==> src/rtl/load_mem_unit_pkg.sv <==
// ---------------------------------------------------------------------------
// load_mem_unit_pkg
// Shared types and helpers for the load memory unit.
//   load_func_e     : RV32I load funct3 encodings (LB, LH, LW, LBU, LHU)
//   is_legal_funct3 : true for the five load encodings above
//   is_misaligned   : halfword on an odd byte, or word not on a word boundary
//   load_extend     : pick the byte/half at a byte offset and extend it
// ---------------------------------------------------------------------------
package load_mem_unit_pkg;

    typedef enum logic [2:0] {
        LD_B  = 3'b000,
        LD_H  = 3'b001,
        LD_W  = 3'b010,
        LD_BU = 3'b100,
        LD_HU = 3'b101
    } load_func_e;

    function automatic logic is_legal_funct3(input logic [2:0] funct3);
        case (funct3)
            3'b000, 3'b001, 3'b010, 3'b100, 3'b101: return 1'b1;
            default:                                return 1'b0;
        endcase
    endfunction

    function automatic logic is_misaligned(input logic [2:0] funct3, input logic [1:0] off);
        case (funct3)
            3'b001, 3'b101: return off[0];
            3'b010:         return (off != 2'b00);
            default:        return 1'b0;
        endcase
    endfunction

    // Little-endian: shifting the word right by 8*off brings the addressed
    // byte/half down to bit 0, then it is sign- or zero-extended.
    function automatic logic [31:0] load_extend(input logic [31:0] word,
                                                input logic [1:0]  off,
                                                input load_func_e  func);
        logic [31:0] shifted;
        shifted = word >> {off, 3'b000};
        case (func)
            LD_B:    return {{24{shifted[7]}}, shifted[7:0]};
            LD_BU:   return {24'b0, shifted[7:0]};
            LD_H:    return {{16{shifted[15]}}, shifted[15:0]};
            LD_HU:   return {16'b0, shifted[15:0]};
            default: return word;
        endcase
    endfunction

endpackage

==> src/rtl/load_mem_unit_if.sv <==
// ---------------------------------------------------------------------------
// load_mem_unit_if
// Bundles the load-buffer request, BRAM read port and result/CDB signals.
//   slave  : the load memory unit's view
//   master : the surrounding pipeline / memory view
// Request : flush_in, req_valid_in, req_addr_in, req_rob_ix_in, req_funct3_in,
//           req_read_out (same-cycle acknowledge)
// BRAM    : mem_en_out, mem_addr_out, mem_data_in (fixed latency, no handshake)
// Result  : result_valid_out, result_data_out, result_rob_ix_out,
//           result_fault_out, result_ready_in
// ---------------------------------------------------------------------------
interface load_mem_unit_if #(
    parameter int unsigned MEM_DEPTH    = 1024,
    parameter int unsigned ROB_IX_WIDTH = 3
);
    localparam int unsigned AW = $clog2(MEM_DEPTH);

    logic                    flush_in;
    logic                    req_valid_in;
    logic signed [31:0]      req_addr_in;
    logic [ROB_IX_WIDTH-1:0] req_rob_ix_in;
    logic [2:0]              req_funct3_in;
    logic                    req_read_out;

    logic                    mem_en_out;
    logic [AW-1:0]           mem_addr_out;
    logic [31:0]             mem_data_in;

    logic                    result_valid_out;
    logic [31:0]             result_data_out;
    logic [ROB_IX_WIDTH-1:0] result_rob_ix_out;
    logic                    result_fault_out;
    logic                    result_ready_in;

    modport slave (
        input  flush_in, req_valid_in, req_addr_in, req_rob_ix_in, req_funct3_in,
        output req_read_out,
        output mem_en_out, mem_addr_out,
        input  mem_data_in,
        output result_valid_out, result_data_out, result_rob_ix_out, result_fault_out,
        input  result_ready_in
    );

    modport master (
        output flush_in, req_valid_in, req_addr_in, req_rob_ix_in, req_funct3_in,
        input  req_read_out,
        input  mem_en_out, mem_addr_out,
        output mem_data_in,
        input  result_valid_out, result_data_out, result_rob_ix_out, result_fault_out,
        output result_ready_in
    );

endinterface

==> src/rtl/load_mem_unit_result_fifo.sv <==
// ---------------------------------------------------------------------------
// load_result_fifo
// Synchronous FIFO with occupancy count; any DEPTH (pointers wrap mod DEPTH).
// Push and pop in the same cycle are allowed even when full.
//   clk_i, rst_i    : clock, synchronous active-high reset
//   clr_i           : synchronous clear (flush), same effect as reset
//   push_i/push_data_i : write request and data
//   pop_i           : remove head (ignored when empty)
//   valid_o         : FIFO not empty
//   head_data_o     : head entry, all-zero when empty
//   count_o         : number of stored entries
// ---------------------------------------------------------------------------
module load_result_fifo #(
    parameter int unsigned WIDTH = 32,
    parameter int unsigned DEPTH = 3
) (
    input  logic                       clk_i,
    input  logic                       rst_i,
    input  logic                       clr_i,
    input  logic                       push_i,
    input  logic [WIDTH-1:0]           push_data_i,
    input  logic                       pop_i,
    output logic                       valid_o,
    output logic [WIDTH-1:0]           head_data_o,
    output logic [$clog2(DEPTH+1)-1:0] count_o
);
    localparam int unsigned CW = $clog2(DEPTH + 1);
    localparam int unsigned PW = (DEPTH > 1) ? $clog2(DEPTH) : 1;

    logic [WIDTH-1:0] mem_q [DEPTH];
    logic [PW-1:0]    wr_ptr_q, wr_ptr_d;
    logic [PW-1:0]    rd_ptr_q, rd_ptr_d;
    logic [CW-1:0]    count_q,  count_d;
    logic             do_push, do_pop;

    function automatic logic [PW-1:0] ptr_inc(input logic [PW-1:0] p);
        return (p == PW'(DEPTH - 1)) ? '0 : p + PW'(1);
    endfunction

    always_comb begin
        // NOTE: every always_comb output gets a default first so no path leaves it unassigned (no latch).
        wr_ptr_d = wr_ptr_q;
        rd_ptr_d = rd_ptr_q;
        do_pop   = pop_i && (count_q != '0);
        do_push  = push_i && ((count_q != CW'(DEPTH)) || do_pop);
        if (do_push) wr_ptr_d = ptr_inc(wr_ptr_q);
        if (do_pop)  rd_ptr_d = ptr_inc(rd_ptr_q);
        count_d = count_q + CW'(do_push) - CW'(do_pop);
    end

    always_ff @(posedge clk_i) begin
        if (rst_i || clr_i) begin
            wr_ptr_q <= '0;
            rd_ptr_q <= '0;
            count_q  <= '0;
        end else begin
            wr_ptr_q <= wr_ptr_d;
            rd_ptr_q <= rd_ptr_d;
            count_q  <= count_d;
        end
    end

    // NOTE: storage is not reset; count_q alone decides which entries are visible.
    always_ff @(posedge clk_i) begin
        if (do_push) mem_q[wr_ptr_q] <= push_data_i;
    end

    assign valid_o     = (count_q != '0);
    assign head_data_o = valid_o ? mem_q[rd_ptr_q] : '0;
    assign count_o     = count_q;

endmodule

==> src/rtl/load_mem_unit.sv <==
// ---------------------------------------------------------------------------
// load_mem_unit
// Memory-side responder for the load buffer. Accepts one load per cycle with
// a same-cycle acknowledge, reads a fixed-latency BRAM, aligns and extends the
// returned word, and queues results in order for the CDB.
//   clk_in : clock
//   rst_in : synchronous active-high reset
//   bus    : load_mem_unit_if.slave (request, BRAM port, result/CDB)
// Acceptance is credit based: a load is taken only if every load already in
// flight or queued still leaves a free result slot, so the metadata pipeline
// never stalls and no result is ever dropped under CDB backpressure.
// ---------------------------------------------------------------------------
module load_mem_unit
    import load_mem_unit_pkg::*;
#(
    parameter int unsigned MEM_DEPTH    = 1024,
    parameter int unsigned BRAM_LATENCY = 2,
    parameter int unsigned OUT_DEPTH    = 3,   // must be >= BRAM_LATENCY+1
    parameter int unsigned ROB_IX_WIDTH = 3
) (
    input logic            clk_in,
    input logic            rst_in,
    load_mem_unit_if.slave bus
);
    localparam int unsigned AW        = $clog2(MEM_DEPTH);
    localparam int unsigned CNT_W     = $clog2(OUT_DEPTH + 1);
    localparam logic [31:0] MEM_BYTES = 32'(4 * MEM_DEPTH);

    typedef struct packed {
        logic                    valid;
        logic [ROB_IX_WIDTH-1:0] rob_ix;
        load_func_e              func;
        logic [1:0]              off;
        logic                    fault;
    } meta_t;

    typedef struct packed {
        logic                    fault;
        logic [ROB_IX_WIDTH-1:0] rob_ix;
        logic [31:0]             data;
    } result_t;

    meta_t             pipe_q [BRAM_LATENCY];
    meta_t             pipe_d [BRAM_LATENCY];
    meta_t             tail;
    result_t           push_data;
    result_t           fifo_head;
    logic              fifo_valid;
    logic [CNT_W-1:0]  fifo_count;
    int unsigned       inflight;

    logic [31:0]       addr_u;
    logic [AW-1:0]     word;
    logic [1:0]        off;
    logic              req_fault;
    logic              credit_ok;
    logic              accept;

    // ---------------- request decode and credit ----------------
    assign addr_u = bus.req_addr_in;
    assign word   = addr_u[AW+1:2];
    assign off    = addr_u[1:0];

    // Negative addresses have bit 31 set; the unsigned compare would also
    // catch them, but both are kept so the intent reads directly.
    assign req_fault = addr_u[31]
                    || (addr_u >= MEM_BYTES)
                    || !is_legal_funct3(bus.req_funct3_in)
                    || is_misaligned(bus.req_funct3_in, off);

    always_comb begin
        inflight = 0;
        for (int i = 0; i < int'(BRAM_LATENCY); i++) begin
            inflight += {31'b0, pipe_q[i].valid};
        end
    end

    // Depends only on registered occupancy, never on result_ready_in, so
    // there is no combinational path back to the CDB arbiter.
    assign credit_ok = ({{(32-CNT_W){1'b0}}, fifo_count} + inflight) < OUT_DEPTH;
    assign accept    = bus.req_valid_in && !bus.flush_in && !rst_in && credit_ok;

    assign bus.req_read_out = accept;
    assign bus.mem_en_out   = accept && !req_fault;
    assign bus.mem_addr_out = bus.mem_en_out ? word : '0;

    // ---------------- metadata pipeline (mirrors BRAM latency) ----------------
    always_comb begin
        pipe_d[0] = '{valid:  accept,
                      rob_ix: bus.req_rob_ix_in,
                      func:   load_func_e'(bus.req_funct3_in),
                      off:    off,
                      fault:  req_fault};
        for (int i = 1; i < int'(BRAM_LATENCY); i++) begin
            pipe_d[i] = pipe_q[i-1];
        end
    end

    always_ff @(posedge clk_in) begin
        if (rst_in || bus.flush_in) begin
            for (int i = 0; i < int'(BRAM_LATENCY); i++) begin
                pipe_q[i] <= '0;
            end
        end else begin
            // NOTE: sequential state uses non-blocking assignments so every stage samples pre-edge values.
            for (int i = 0; i < int'(BRAM_LATENCY); i++) begin
                pipe_q[i] <= pipe_d[i];
            end
        end
    end

    // The last stage lines up with mem_data_in; faulting loads never read
    // the BRAM, so whatever is on the data bus is replaced by zero.
    assign tail             = pipe_q[BRAM_LATENCY-1];
    assign push_data.fault  = tail.fault;
    assign push_data.rob_ix = tail.rob_ix;
    assign push_data.data   = tail.fault ? '0 : load_extend(bus.mem_data_in, tail.off, tail.func);

    // ---------------- result queue ----------------
    load_result_fifo #(
        .WIDTH ($bits(result_t)),
        .DEPTH (OUT_DEPTH)
    ) u_fifo (
        .clk_i       (clk_in),
        .rst_i       (rst_in),
        .clr_i       (bus.flush_in),
        .push_i      (tail.valid),
        .push_data_i (push_data),
        .pop_i       (bus.result_ready_in),
        .valid_o     (fifo_valid),
        .head_data_o (fifo_head),
        .count_o     (fifo_count)
    );

    // The FIFO zeroes its head when empty, so these are 0 with no result.
    assign bus.result_valid_out  = fifo_valid;
    assign bus.result_data_out   = fifo_head.data;
    assign bus.result_rob_ix_out = fifo_head.rob_ix;
    assign bus.result_fault_out  = fifo_head.fault;

endmodule

==> src/flat_wrapper.sv <==
// flat-port wrapper written by rule: the top's interface ports become plain ports
module load_mem_unit_flat import load_mem_unit_pkg::*;
#(
    parameter int unsigned MEM_DEPTH    = 1024,
    parameter int unsigned BRAM_LATENCY = 2,
    parameter int unsigned OUT_DEPTH    = 3,                               
    parameter int unsigned ROB_IX_WIDTH = 3
)
  (clk_in, rst_in, bus_flush_in, bus_req_valid_in, bus_req_addr_in, bus_req_rob_ix_in, bus_req_funct3_in, bus_req_read_out, bus_mem_en_out, bus_mem_addr_out, bus_mem_data_in, bus_result_valid_out, bus_result_data_out, bus_result_rob_ix_out, bus_result_fault_out, bus_result_ready_in);
  load_mem_unit_if #(.MEM_DEPTH(MEM_DEPTH), .ROB_IX_WIDTH(ROB_IX_WIDTH)) bus_i ();
  input logic clk_in;
  input logic rst_in;
  input wire logic [$bits(bus_i.flush_in)-1:0] bus_flush_in;
  input wire logic [$bits(bus_i.req_valid_in)-1:0] bus_req_valid_in;
  input wire logic [$bits(bus_i.req_addr_in)-1:0] bus_req_addr_in;
  input wire logic [$bits(bus_i.req_rob_ix_in)-1:0] bus_req_rob_ix_in;
  input wire logic [$bits(bus_i.req_funct3_in)-1:0] bus_req_funct3_in;
  output wire logic [$bits(bus_i.req_read_out)-1:0] bus_req_read_out;
  output wire logic [$bits(bus_i.mem_en_out)-1:0] bus_mem_en_out;
  output wire logic [$bits(bus_i.mem_addr_out)-1:0] bus_mem_addr_out;
  input wire logic [$bits(bus_i.mem_data_in)-1:0] bus_mem_data_in;
  output wire logic [$bits(bus_i.result_valid_out)-1:0] bus_result_valid_out;
  output wire logic [$bits(bus_i.result_data_out)-1:0] bus_result_data_out;
  output wire logic [$bits(bus_i.result_rob_ix_out)-1:0] bus_result_rob_ix_out;
  output wire logic [$bits(bus_i.result_fault_out)-1:0] bus_result_fault_out;
  input wire logic [$bits(bus_i.result_ready_in)-1:0] bus_result_ready_in;
  assign bus_i.flush_in = bus_flush_in;
  assign bus_i.req_valid_in = bus_req_valid_in;
  assign bus_i.req_addr_in = bus_req_addr_in;
  assign bus_i.req_rob_ix_in = bus_req_rob_ix_in;
  assign bus_i.req_funct3_in = bus_req_funct3_in;
  assign bus_req_read_out = bus_i.req_read_out;
  assign bus_mem_en_out = bus_i.mem_en_out;
  assign bus_mem_addr_out = bus_i.mem_addr_out;
  assign bus_i.mem_data_in = bus_mem_data_in;
  assign bus_result_valid_out = bus_i.result_valid_out;
  assign bus_result_data_out = bus_i.result_data_out;
  assign bus_result_rob_ix_out = bus_i.result_rob_ix_out;
  assign bus_result_fault_out = bus_i.result_fault_out;
  assign bus_i.result_ready_in = bus_result_ready_in;
  load_mem_unit #(.MEM_DEPTH(MEM_DEPTH), .BRAM_LATENCY(BRAM_LATENCY), .OUT_DEPTH(OUT_DEPTH), .ROB_IX_WIDTH(ROB_IX_WIDTH)) u_core (.clk_in(clk_in), .rst_in(rst_in), .bus(bus_i));
endmodule
==> config.mk <==
export PLATFORM = sky130hd
export DESIGN_NAME = load_mem_unit_flat
export DESIGN_NICKNAME = d
export VERILOG_FILES = /design/src/rtl/load_mem_unit_pkg.sv /design/src/rtl/load_mem_unit_if.sv /design/src/rtl/load_mem_unit_result_fifo.sv /design/src/rtl/load_mem_unit.sv /design/src/flat_wrapper.sv
export SDC_FILE = /design/constraint.sdc
export NUM_CORES = 1
export LEC_CHECK = 0
export CAP_MARGIN = 20
export CORE_MARGIN = 1.5
export CORE_UTILIZATION = 37
export CTS_BUF_LIST = sky130_fd_sc_hd__clkbuf_2 sky130_fd_sc_hd__clkbuf_4 sky130_fd_sc_hd__clkbuf_8
export CTS_CLUSTER_DIAMETER = 150
export DETAILED_ROUTE_END_ITERATION = 8
export REMOVE_ABC_BUFFERS = 1
export SLEW_MARGIN = 10
export SYNTH_ARGS = -nofsm -noshare
export SYNTH_HDL_FRONTEND = slang
export SYNTH_HIERARCHICAL = 1
export SYNTH_SLANG_ARGS = --single-unit
==> constraint.sdc <==
create_clock -name clk_in -period 4.2 [get_ports clk_in]
set_input_delay 0.84 -clock clk_in [delete_from_list [all_inputs] [get_ports clk_in]]
set_output_delay 0.84 -clock clk_in [all_outputs]
set_load 0.02 [all_outputs]
==> impl_metrics.json <==
{
  "fin_nets": 663,
  "synth_cell_types": 47,
  "clkTransAtPathRegs_ps": 70,
  "p_leak_nw": 2.86,
  "clkPwrFrac_pct": 40.0,
  "drc": 0,
  "synth_common_cells": "edfxtp_1 (108), mux2i_1 (47), nor2_1 (42)",
  "n_antenna_cell": 0,
  "num_vias": 4127,
  "netlist_area_um2": 6300,
  "dp_hpwl_um": 9490,
  "vias_per_cell": 5.05,
  "hold_viol_final": 0,
  "drv_slew": 0,
  "syn_to_final_growth_pct": 29.4,
  "std_cell_rows": 47,
  "p_total_mw": 2.79,
  "setup_viol": 0,
  "clock.fmax_mhz": 254,
  "post_cts_buffers": 0,
  "rsz0062_at_grt": "false",
  "hold_depth": 1,
  "portBuffers": 123,
  "seqPwrFrac_pct": 53.0,
  "switching_power_uw": 603,
  "clkSinkCount": 136,
  "grt_usage_pct": 17.2,
  "worstSetupPathType": "input port to primary output",
  "maxCapViolCount": 0,
  "cp_data_arrival_time_ps": 3100,
  "antenna_left": 0,
  "start_util_pct": 37.9,
  "synth_warnings": 6,
  "die_x_um": 134,
  "fin_tns_setup_ps": 0,
  "cp-end-kind": "primary output",
  "first_global_vias": 4348,
  "placed_area_um2": 7740,
  "gr-total-overflow": 0,
  "die_height_um": 134,
  "yosys.area.top_type": "edfxtp_1",
  "min_period_over_period_pct": 93.7,
  "worstSetupStartpointType": "input port",
  "p_per_area_nw_per_um2": 342,
  "htreeDepth": 4,
  "grt_pass1_wl_um": 22900,
  "synth_compound_area_share_pct": 6.85,
  "die_area_um2": 17800,
  "ys_ff_latch": 136,
  "synth_edf_count": 108,
  "io-pin-count": 124,
  "run_status": "finished clean",
  "dr.pass1.iters": 4,
  "async_flop_share_pct": 0,
  "clock_path_buffers": 2,
  "cts_tree": "done",
  "synth_most_common_cell": "edfxtp_1",
  "cp_max_fo": 12,
  "numCtsBuffers": 17,
  "drt_first_iter_violations": 191,
  "synth_mux_area_share_pct": 16.2,
  "maxSlewHeadroom_pct": 52.7,
  "worstMarginPinSlew_ps": 709,
  "antenna_found_initial": 0,
  "post_drt_wl_per_cell_um": 17.5,
  "synth-simple-area-share_pct": 11.2,
  "switching_share_pct": 21.6,
  "worstSkewPairLatency_ps": 440,
  "rr_worst_depth": 3,
  "synth_adder_area_share_pct": 0.913,
  "ys_seq_area_share_pct": 60.3,
  "finClkSkew_ps": 11.6,
  "layout-drive-gt1-share_pct": 16.4,
  "routabilityCongestion": 0.767,
  "dp_worst_setup_slack_ps": 241,
  "critPathRequiredTime_ps": 3360,
  "hold_path_class": "register to register",
  "pwr-share-comb_pct": 7.0,
  "fin_ws_ps": 265,
  "grt_start_max_net_pins": 38,
  "p_int_mw": 2.19,
  "synth_top_family_by_area": "multiplexers",
  "cts.hold.buffers_added": 0,
  "synth_area_leaders": "edfxtp_1 (51%), dfxtp_1 (8.9%), mux2i_1 (7.5%), mux2_4 (7.1%), nor2_1 (2.5%)",
  "ir_drop_mv": 0.204,
  "fin_crit_ps": 3940,
  "cts_resized": 0,
  "syn-instance-count": 458,
  "final_area_um2": 8160,
  "drt_wl_total_um": 14300,
  "yosys_most_used_dff": "edfxtp_1",
  "final_core_util_pct": 49.0,
  "syn_area_per_cell_um2": 13.8,
  "synth_top_area_share_pct": 51.4,
  "synth_xor_xnor_area_share_pct": 0.417,
  "cts_root_buffer": "clkbuf_8",
  "fp.coreArea_um2": 16600
}
==> placed cells by master (no fill, tap or decap), types with 3 or more instances in the layout <==
cell	count
a2111o_1	7
a2bb2oi_1	7
and2_1	20
and3_1	14
buf_4	11
bufinv_16	3
clkbuf_8	17
clkdlybuf4s50_1	123
clkinv_4	4
dfxtp_1	26
edfxtp_1	108
ha_1	3
inv_1	17
inv_6	3
mux2_2	7
mux2_4	30
mux2i_1	47
nand2_1	22
nor2_1	42
nor2b_1	5
nor3_1	3
nor4_1	15
o211ai_1	17
o221a_2	7
==> final timing paths <==
check | startpoint | end | slack (ps)
worst max register to register | u_core/pipe_q[0][12]$_SDFF_PP0_ | u_core/u_fifo/mem_q[2][8]$_DFFE_PP_ | 1910
worst max-delay path | bus_req_addr_in[0] | bus_mem_addr_out[4] | 260
worst min-delay path | u_core/pipe_q[0][7]$_SDFF_PP0_ | u_core/pipe_q[0][17]$_SDFF_PP0_ | 430
worst min register to register | u_core/pipe_q[0][7]$_SDFF_PP0_ | u_core/pipe_q[0][17]$_SDFF_PP0_ | 430
==> through the flow <==
stage	instances	hold WS, ps
5_1_grt	817	453
4_1_cts	817	430
2_1_floorplan	430	406
3_5_place_dp	785	411
6_report	817	426
3_3_place_gp	785	409
==> state kept, by name, summed over array words and instances (netlist names), named ones only <==
| signal | cells |
|---|---|
| u_core/u_fifo/wr_ptr_q | 2 |
| u_core/u_fifo/mem_q | 108 |
| u_core/u_fifo/rd_ptr_q | 2 |
| u_core/pipe_q | 20 |
| u_core/u_fifo/count_o | 2 |
==> cell type report <==
cell class                 count  area [µm²]
fill                        1446        8480
sequential                   136        3810
multi-input combinational    277        2260
timing repair buffer         135        1330
tap                          220         275
clock buffer                  19         249
clock inverter                13         170
inverter                      17        63.8
==> logic make-up (layout without fill, tap and decap cells) <==
group / count (synthesis) / after routing
muxes: 85 / 85
DFF: 136 / 136
buffers and inverters: 45 / 184
AOI/OAI and AO/OA: 48 / 48
xor gates and xnor gates: 3 / 3
and+or+nand+nor: 137 / 137
adders and majority gates: 4 / 4
==> per-layer routing <==
metal	vias up	share of wire [%]	wire, µm	GRT usage (%)
met1	1976	42	6050	20.8
met3	13	7.8	1120	5.29
met5	-	0	0	0
li1	1977	-	-	-
met4	0	1.3	179	5.62
met2	161	49	6980	29.1
==> power by group through the flow <==
stage	clock (mW)	sequential, mW	combinational [mW]
floorplan	0	1.51	0.0795
global placement	0	1.51	0.193
detailed placement	0	1.51	0.197
CTS	1.14	1.48	0.198
global route	1.20	1.48	0.213
finish	1.12	1.48	0.196
==> critical path: stages <==
cell             delay (ps)
clkdlybuf4s50_1         450
o41ai_1                 350
nand3_1                 400
nor4_1                  380
clkdlybuf4s50_1         670
Power figures use the tool's default switching activity.
